==> config.mk <==
export PLATFORM = sky130hd
export DESIGN_NAME = rv32i_regfile
export DESIGN_NICKNAME = d
export VERILOG_FILES = /design/src/rtl/rv32i_pkg.sv /design/src/rtl/rv32i_pc_reg.sv /design/src/rtl/rv32i_regfile.sv
export SDC_FILE = /design/constraint.sdc
export NUM_CORES = 2
export LEC_CHECK = 0
export CAP_MARGIN = 20
export CORE_ASPECT_RATIO = 0.8
export CORE_MARGIN = 4
export CORE_UTILIZATION = 32
export DETAILED_ROUTE_END_ITERATION = 10
export PLACE_DENSITY_LB_ADDON = 0.08
export SETUP_SLACK_MARGIN = 0.2
export SLEW_MARGIN = 15
export SYNTH_ARGS = -nofsm -noshare
export SYNTH_HDL_FRONTEND = slang
export SYNTH_SLANG_ARGS = --single-unit
==> constraint.sdc <==
create_clock -name clk -period 7.2 [get_ports clk]
set_clock_uncertainty 0.1 [all_clocks]
set_input_delay 2.16 -clock clk [delete_from_list [all_inputs] [get_ports clk]]
set_output_delay 2.16 -clock clk [all_outputs]
set_load 0.05 [all_outputs]
==> src/rtl/rv32i_pkg.sv <==
`default_nettype none
// ============================================================================
//  Module      : rv32i_pkg
//  Description : Shared widths, index types and select helpers for the RV32I
//                register file and program-counter logic.
//  Revision    : 1.0 - initial release
// ============================================================================
package rv32i_pkg;

  localparam int XLEN      = 32;
  localparam int NREG      = 32;
  localparam int REG_IDX_W = 5;

  localparam logic [REG_IDX_W-1:0] REG_ZERO = 5'd0;

  // Default reset vector; the low two bits must stay clear.
  localparam logic [XLEN-1:0] RESET_PC_DEFAULT = 32'h0000_0000;

  typedef logic [REG_IDX_W-1:0] reg_idx_t;
  typedef logic [XLEN-1:0]      xword_t;

  // Register index carried in the low bits of a 32-bit select bus.
  function automatic reg_idx_t sel_idx(input logic [31:0] sel);
    return sel[REG_IDX_W-1:0];
  endfunction

  // True when a select bus carries anything above the index field.
  function automatic logic sel_upper_nonzero(input logic [31:0] sel);
    return |sel[31:REG_IDX_W];
  endfunction

endpackage : rv32i_pkg
`default_nettype wire

==> src/rtl/rv32i_pc_reg.sv <==
`default_nettype none
// ============================================================================
//  Module      : rv32i_pc_reg
//  Description : Program-counter register with load strobe, word-alignment
//                masking and a sticky misaligned-load flag. The PC never
//                advances on its own; the caller supplies every next value.
//  Revision    : 1.0 - initial release
// ============================================================================
module rv32i_pc_reg #(
  parameter int               XLEN     = rv32i_pkg::XLEN,
  parameter logic [XLEN-1:0]  RESET_PC = XLEN'(rv32i_pkg::RESET_PC_DEFAULT)
) (
  input  logic            clk,
  input  logic            rst_n,
  input  logic            pc_load,
  input  logic [XLEN-1:0] pc_in,
  output logic [XLEN-1:0] pc_out,
  output logic            pc_misalign
);

  import rv32i_pkg::*;

  // Clears the byte-offset bits so the PC is always word aligned.
  localparam logic [XLEN-1:0] PC_ALIGN_MASK = {{(XLEN-2){1'b1}}, 2'b00};

  logic [XLEN-1:0] pc_d;
  logic [XLEN-1:0] pc_q;
  logic            misalign_d;
  logic            misalign_q;

  // Next-state: load the aligned PC on strobe, flag any dropped offset bits.
  always_comb begin
    pc_d       = pc_q;
    misalign_d = misalign_q;
    if (pc_load) begin
      pc_d = pc_in & PC_ALIGN_MASK;
      if (pc_in[1:0] != 2'b00) begin
        misalign_d = 1'b1;
      end
    end
  end

  // State flops; reset vector is masked as well so the PC can never be odd.
  always_ff @(posedge clk or negedge rst_n) begin
    if (!rst_n) begin
      pc_q       <= RESET_PC & PC_ALIGN_MASK;
      misalign_q <= 1'b0;
    end else begin
      pc_q       <= pc_d;
      misalign_q <= misalign_d;
    end
  end

  assign pc_out      = pc_q;
  assign pc_misalign = misalign_q;

endmodule : rv32i_pc_reg
`default_nettype wire

==> src/rtl/rv32i_regfile.sv <==
`default_nettype none
// ============================================================================
//  Module      : rv32i_regfile
//  Description : RV32I integer register file (x1..x31 stored, x0 hardwired
//                to zero) with one write port, two combinational read ports,
//                optional write-through bypass, sticky select-error flag and
//                the program counter.
//  Revision    : 1.0 - initial release
// ============================================================================
module rv32i_regfile #(
  parameter int               XLEN     = rv32i_pkg::XLEN,
  parameter logic [XLEN-1:0]  RESET_PC = XLEN'(rv32i_pkg::RESET_PC_DEFAULT),
  parameter bit               BYPASS   = 1'b1
) (
  input  logic            clk,
  input  logic            rst_n,
  input  logic [31:0]     reg_sel_rs1,
  input  logic [31:0]     reg_sel_rs2,
  input  logic [31:0]     reg_sel_rd,
  input  logic [XLEN-1:0] reg_rd,
  input  logic [XLEN-1:0] pc_in,
  input  logic [31:0]     pc_in_vld,
  output logic [XLEN-1:0] reg_rs1,
  output logic [XLEN-1:0] reg_rs2,
  output logic [XLEN-1:0] pc_out,
  output logic            sel_err,
  output logic            pc_misalign
);

  import rv32i_pkg::*;

  // --------------------------------------------------------------------------
  // Select decode
  // --------------------------------------------------------------------------
  reg_idx_t w_rs1_idx;
  reg_idx_t w_rs2_idx;
  reg_idx_t w_rd_idx;
  logic     w_sel_upper;

  assign w_rs1_idx   = sel_idx(reg_sel_rs1);
  assign w_rs2_idx   = sel_idx(reg_sel_rs2);
  assign w_rd_idx    = sel_idx(reg_sel_rd);
  assign w_sel_upper = sel_upper_nonzero(reg_sel_rs1)
                     | sel_upper_nonzero(reg_sel_rs2)
                     | sel_upper_nonzero(reg_sel_rd);

  // Only bit 0 of the PC strobe carries meaning.
  logic unused_pc_vld_hi;
  assign unused_pc_vld_hi = ^pc_in_vld[31:1];

  // --------------------------------------------------------------------------
  // Register array: x0 is not stored, so the array starts at index 1.
  // --------------------------------------------------------------------------
  logic [XLEN-1:0] regs_d [1:NREG-1];
  logic [XLEN-1:0] regs_q [1:NREG-1];

  // Next-state: every edge writes rd; rd = x0 matches no stored entry.
  always_comb begin
    for (int i = 1; i < NREG; i++) begin
      regs_d[i] = (w_rd_idx == reg_idx_t'(i)) ? reg_rd : regs_q[i];
    end
  end

  for (genvar gi = 1; gi < NREG; gi++) begin : g_xreg
    // One flop word per architectural register; cleared on reset.
    always_ff @(posedge clk or negedge rst_n) begin
      if (!rst_n) begin
        regs_q[gi] <= '0;
      end else begin
        regs_q[gi] <= regs_d[gi];
      end
    end
  end

  // --------------------------------------------------------------------------
  // Read muxes (array contents only; x0 falls through as zero)
  // --------------------------------------------------------------------------
  logic [XLEN-1:0] w_rs1_arr;
  logic [XLEN-1:0] w_rs2_arr;

  // Select array contents for both read ports; unmatched index 0 yields zero.
  always_comb begin
    w_rs1_arr = '0;
    w_rs2_arr = '0;
    for (int i = 1; i < NREG; i++) begin
      if (w_rs1_idx == reg_idx_t'(i)) begin
        w_rs1_arr = regs_q[i];
      end
      if (w_rs2_idx == reg_idx_t'(i)) begin
        w_rs2_arr = regs_q[i];
      end
    end
  end

  // --------------------------------------------------------------------------
  // Write-through bypass: a read of the register being written this cycle
  // returns the incoming data. Never applies to x0.
  // --------------------------------------------------------------------------
  logic w_byp_rs1;
  logic w_byp_rs2;

  if (BYPASS) begin : g_bypass
    assign w_byp_rs1 = (w_rs1_idx == w_rd_idx) && (w_rd_idx != REG_ZERO);
    assign w_byp_rs2 = (w_rs2_idx == w_rd_idx) && (w_rd_idx != REG_ZERO);
  end else begin : g_no_bypass
    assign w_byp_rs1 = 1'b0;
    assign w_byp_rs2 = 1'b0;
  end

  assign reg_rs1 = w_byp_rs1 ? reg_rd : w_rs1_arr;
  assign reg_rs2 = w_byp_rs2 ? reg_rd : w_rs2_arr;

  // --------------------------------------------------------------------------
  // Sticky select error
  // --------------------------------------------------------------------------
  logic sel_err_d;
  logic sel_err_q;

  // Once any select shows stray upper bits the flag stays up until reset.
  always_comb begin
    sel_err_d = sel_err_q | w_sel_upper;
  end

  // Sticky flag flop.
  always_ff @(posedge clk or negedge rst_n) begin
    if (!rst_n) begin
      sel_err_q <= 1'b0;
    end else begin
      sel_err_q <= sel_err_d;
    end
  end

  assign sel_err = sel_err_q;

  // --------------------------------------------------------------------------
  // Program counter
  // --------------------------------------------------------------------------
  rv32i_pc_reg #(
    .XLEN     (XLEN),
    .RESET_PC (RESET_PC)
  ) u_pc_reg (
    .clk         (clk),
    .rst_n       (rst_n),
    .pc_load     (pc_in_vld[0]),
    .pc_in       (pc_in),
    .pc_out      (pc_out),
    .pc_misalign (pc_misalign)
  );

endmodule : rv32i_regfile
`default_nettype wire

# Word-level counts from Yosys, hierarchy flattened
# Cells that the tools add are included.
[op_classes]
addsub = 0
n_reduce_logical = 8
bitwise_logic = 3
magnitude_cmp = 0
div_mod_pow = 0
n_mul = 0
shifts = 0
muxes = 64
eq_ne = 95
[ops]
columns = ["operator", "count"]
rows = [
  ["2-to-1 mux 32 bit", 64],
  ["equality test 5 bit, second input constant", 48],
  ["equality test 5 x 4 -> 1 bit, second input constant", 24],
  ["OR reduction 27 bit", 3],
  ["equality test 5 x 3 -> 1 bit, second input constant", 12],
  ["equality test 5 x 2 -> 1 bit, second input constant", 6],
  ["equality test 5 x 1 -> 1 bit, second input constant", 3],
  ["equality test 5 bit", 2],
  ["nonzero test 5 bit", 1],
  ["OR 1 bit", 3],
  ["logical AND 1 bit", 2],
  ["AND reduction 2 bit", 1],
  ["nonzero test 2 bit", 1],
]
[totals]
latch_bits = 0
in_bits = 194
n_memories = 0
elab_cells = 204
romBits = 0
ff_bits = 1024
mem_bits_rw = 0

# Logic depth before layout (Yosys ltp)
[depth]
depth_word = 33
ltp_mapped = 12

# By module
# Synthesis repeated with hierarchy kept, for this count alone.
[hier_totals]
cells_unflattened = 5711
area_unflattened_um2 = 58546.2
[by_module_without_submodules]
columns = ["mod", "area_per_inst_um2", "instances", "cells_per_inst"]
rows = [
  ["rv32i_regfile", 57368.8, 1, 5642],
  ["rv32i_pc_reg", 1177.4, 1, 69],
]

# Worst setup path after synthesis
# No wires, ideal clock.
[synth_timing]
kind = "input to output"
from = "input port reg_sel_rs2[3]"
to = "output port reg_rs2[18]"
stages = 9
required_ns = 4.940
t_arrival_ns = 4.844
path_buffers = 5
setup_slack_ns = 0.096
cell_sequence = "buf_4 buf_6 buf_2 xor2_1 nor4_1 o21ai_1 buf_2 clkbuf_1 a221oi_1"
[synth_between]
elab_chain_len = 33
[synth_lines]
columns = ["item", "line", "text"]
rows = [
  ["start, declared", "rv32i_regfile.sv:18", "input logic [31:0] reg_sel_rs2,"],
  ["equality test 5 x 1 -> 1 bit", "rv32i_regfile.sv:89", "if (w_rs2_idx == reg_idx_t'(i)) begin"],
  ["2-to-1 mux 32 bit (31 in series)", "rv32i_regfile.sv:89", ""],
  ["2-to-1 mux 32 bit (*)", "rv32i_regfile.sv:111", "assign reg_rs2 = w_byp_rs2 ? reg_rd : w_rs2_arr;"],
  ["end, declared", "rv32i_regfile.sv:24", "output logic [XLEN-1:0] reg_rs2,"],
]
# Every way passes the cells marked *; elsewhere a longest branch is shown, timed or not.

# Worst setup path after layout
[layout_timing]
from = "input port reg_sel_rs1[3]"
to = "output port reg_rs1[11]"
[layout_between]
elab_chain_len = 33
[layout_lines]
columns = ["item", "line", "text"]
rows = [
  ["start, declared", "rv32i_regfile.sv:17", "input logic [31:0] reg_sel_rs1,"],
  ["equality test 5 x 1 -> 1 bit", "rv32i_regfile.sv:86", "if (w_rs1_idx == reg_idx_t'(i)) begin"],
  ["2-to-1 mux 32 bit (31 in series)", "rv32i_regfile.sv:86", ""],
  ["2-to-1 mux 32 bit (*)", "rv32i_regfile.sv:110", "assign reg_rs1 = w_byp_rs1 ? reg_rd : w_rs1_arr;"],
  ["end, declared", "rv32i_regfile.sv:23", "output logic [XLEN-1:0] reg_rs1,"],
]
# Marks and branches as above.

==> out/qor.txt <==
Outcome -> complete, no violations
CP Launch Type -> input port
DRC errors left -> 0
Synthesis warning total -> 0
Leakage -> 33.7 nW
EDFF count, synth -> 0
Synth cell types -> 96
WS Path Type -> in -> out
Slew Limit Fails -> 0
Core Box Area -> 0.180 mm2
Clock tree from TritonCTS -> yes
Vias per cell -> 6.46
# clock sinks -> 1024
Clk slew on worst S/H paths -> 0.06 ns
Synth Cell Area -> 0.0580 mm2
Final setup viols -> 0
Rel. slew slack -> 0.172
DP HPWL -> 284000 um
Placer Congestion -> 0.984
Req. time, crit path -> 4.94 ns
Final period util -> 1.00
Syn Inst Count -> 5612
Most used DFF post-synth -> dfrtp_1
CP endpoint kind -> primary output
Overall Global Routing Usage -> 0.389
First-pass DRT Iterations -> 7
Remaining global-route overflow -> 0
Worst Tran Pin Value -> 1.24 ns
Antenna violations before repair -> 42
Power Dens Cells -> 255 mW/mm2
CP arrival -> 4.94 ns
First-pass GRT wire length -> 507000 um
H-tree depth -> 3
Area Growth Syn to Fin -> 38.4%
Starting DRT DRC Count -> 8475
Worst Hold Class -> reg -> reg
Die W -> 484 um
Commonest cells after routing, fill and taps aside -> buf_4, dfrtp_1, mux2_2, o21ai_0, a21oi_1
Final Hold Fails -> 0
Most common cell after layout, fill and taps aside -> buf_4
RSZ-0062 raised after global routing -> true
#FFs+latches synth -> 1024
Worst-skew pair later-pin latency -> 0.78 ns
DIE AREA -> 0.188 mm2
Post-DRT Antenna Nets -> 0
Fmax -> 0.139 GHz
Vias in the first global route -> 56556
Share of layout cells above drive strength 1 -> 0.436
Std-Cell Rows -> 139
Pin count of the biggest net entering global routing -> 133
Die Y -> 389 um
Setup TNS -> 0 ns
Async SR Flop Fraction -> 1.00
Routed vias -> 59699
Peak VDD IR -> 0.211 mV
Sequential fraction of the synthesis area -> 0.441
Final period demand of the worst path -> 7.20 ns
Root Buffer -> clkbuf_16
I/O pin count -> 292
CTS Buf Count -> 118
Number of buffer cells added on primary ports -> 258
Average wire per standard cell -> 41.2 um
Worst hold-check slack -> 0.378 ns
Fin util -> 0.447
CP Max Fanout -> 10
MaxCap Viol Count -> 0
CTS Buffer Depth -> 3
Final wirelength -> 381000 um
Initial Utilization -> 0.323
Mean Syn Cell Area -> 10.3 um2
Nets@finish -> 6918
## worst paths after layout
check | from | to | slack, ns | depth (start not counted)
min in group asynchronous | rst_n | u_pc_reg.pc_out[2]$_DFFE_PN0P_ | 1.28 | 1
hold / removal | u_pc_reg.pc_misalign$_DFFE_PN0P_ | u_pc_reg.pc_misalign$_DFFE_PN0P_ | 0.38 | 1
hold reg to reg | u_pc_reg.pc_misalign$_DFFE_PN0P_ | u_pc_reg.pc_misalign$_DFFE_PN0P_ | 0.38 | 1
setup / recovery | reg_sel_rs1[3] | reg_rs1[11] | 0.0002 | 13
setup reg to reg | sel_err$_DFF_PN0_ | sel_err$_DFF_PN0_ | 5.64 | 4
max in group asynchronous | rst_n | regs_q[620]$_DFFE_PN0N_ | 4.19 | 3
## metal layers
layer | vias up | global-route usage | part of all wire
met5 | - | 0.000509 | 0.00060
met4 | 24 | 0.184 | 0.055
met3 | 783 | 0.127 | 0.12
met2 | 4165 | 0.534 | 0.40
met1 | 31212 | 0.548 | 0.43
li1 | 23515 | - | -
## metrics by stage
step	cells	area (um2)	setup WS (ns)	power [mW]
3_5_place_dp	8868	72300	-0.645	13.3
2_1_floorplan	5613	58100	0.220	10.6
6_report	9244	80300	0.000182	20.5
4_1_cts	9170	78800	0.0908	20.3
3_3_place_gp	8868	72300	-1.04	13.2
5_1_grt	9223	80300	0.0897	21.1
## flip-flops by register name, summed over array words and instances (netlist names)
register	flops
u_pc_reg.pc_out	30
regs_q	992
sel_err	1
u_pc_reg.pc_misalign	1
## cell families after synthesis
kind of cell | count (synthesis) | synth area share
buffers and inverters | 581 | 0.0436
xor gates and xnor gates | 10 | 0.00151
muxes | 1173 | 0.231
DFF | 1024 | 0.441
and+or+nand+nor | 1075 | 0.0880
other | 1 | 0.0000646
AOI/OAI and AO/OA | 1748 | 0.194
## report_power, final
group / internal [mW] / leakage (nW) / switching (mW) / total (mW)
clock network: 3.99 / 2.09 / 2.82 / 6.81
logic: 2.53 / 19.1 / 2.76 / 5.29
registers: 7.07 / 12.5 / 1.30 / 8.37
total: 13.6 / 33.7 / 6.88 / 20.5
## repair_timing
action,CTS,global route
pin swaps,77,95
gates cloned,3,2
endpoints found under the setup margin,64,59
resized for setup,360,231
buffers inserted,77,51
hold buffers,0,0
## worst max-delay path, stage by stage
cell       delay, ns
buf_4           0.16
buf_12          0.16
bufbuf_16       0.32
o21ai_2         0.12
buf_12          0.17
nand3_1         0.07
a222oi_1        0.77
nor4_2          0.07
buf_4           0.21
nor4b_4         0.28
nor3_4          0.10
buf_4           0.16
buf_12          0.14
## cell usage after synthesis (14+ instances only)
cell type	number	area [um2]
o31ai_1	20	150
nor2b_1	29	181
and3b_1	14	123
a221o_1	30	300
dfrtp_1	1024	25600
o21ai_0	489	2450
a31oi_1	46	288
mux4_2	32	721
buf_1	40	150
buf_4	34	255
o22a_1	18	158
a221oi_1	70	613
a2111oi_0	18	158
mux2_2	1015	11400
a211oi_1	57	428
nor2_1	297	1110
o22ai_1	154	963
o211ai_1	51	383
o221ai_1	62	543
nand2_1	341	1280
clkbuf_1	310	1160
nor3_1	94	470
nand3_1	86	430
or3_1	22	138
nor4_1	36	225
nand2b_1	35	219
a22oi_1	90	676
a22o_1	28	245
a211o_1	14	123
o2bb2ai_1	15	131
a21oi_1	404	2020
and3_1	17	106
mux2i_1	122	1220
nand4_1	20	125
o21a_1	22	165
a222oi_1	38	380
buf_2	161	806
a21o_1	14	105
inv_1	27	101
## layout make-up
type	count	area, um2
Fill cell	17264	99500
Multi-Input combinational cell	4008	32000
Sequential cell	1024	25600
Timing Repair Buffer	1540	15300
Clock buffer	160	3400
Tap cell	2397	3000
Clock inverter	62	877
Inverter	32	134
Antenna cell	21	52.6
Note: power is estimated with default switching activity, not from simulation.
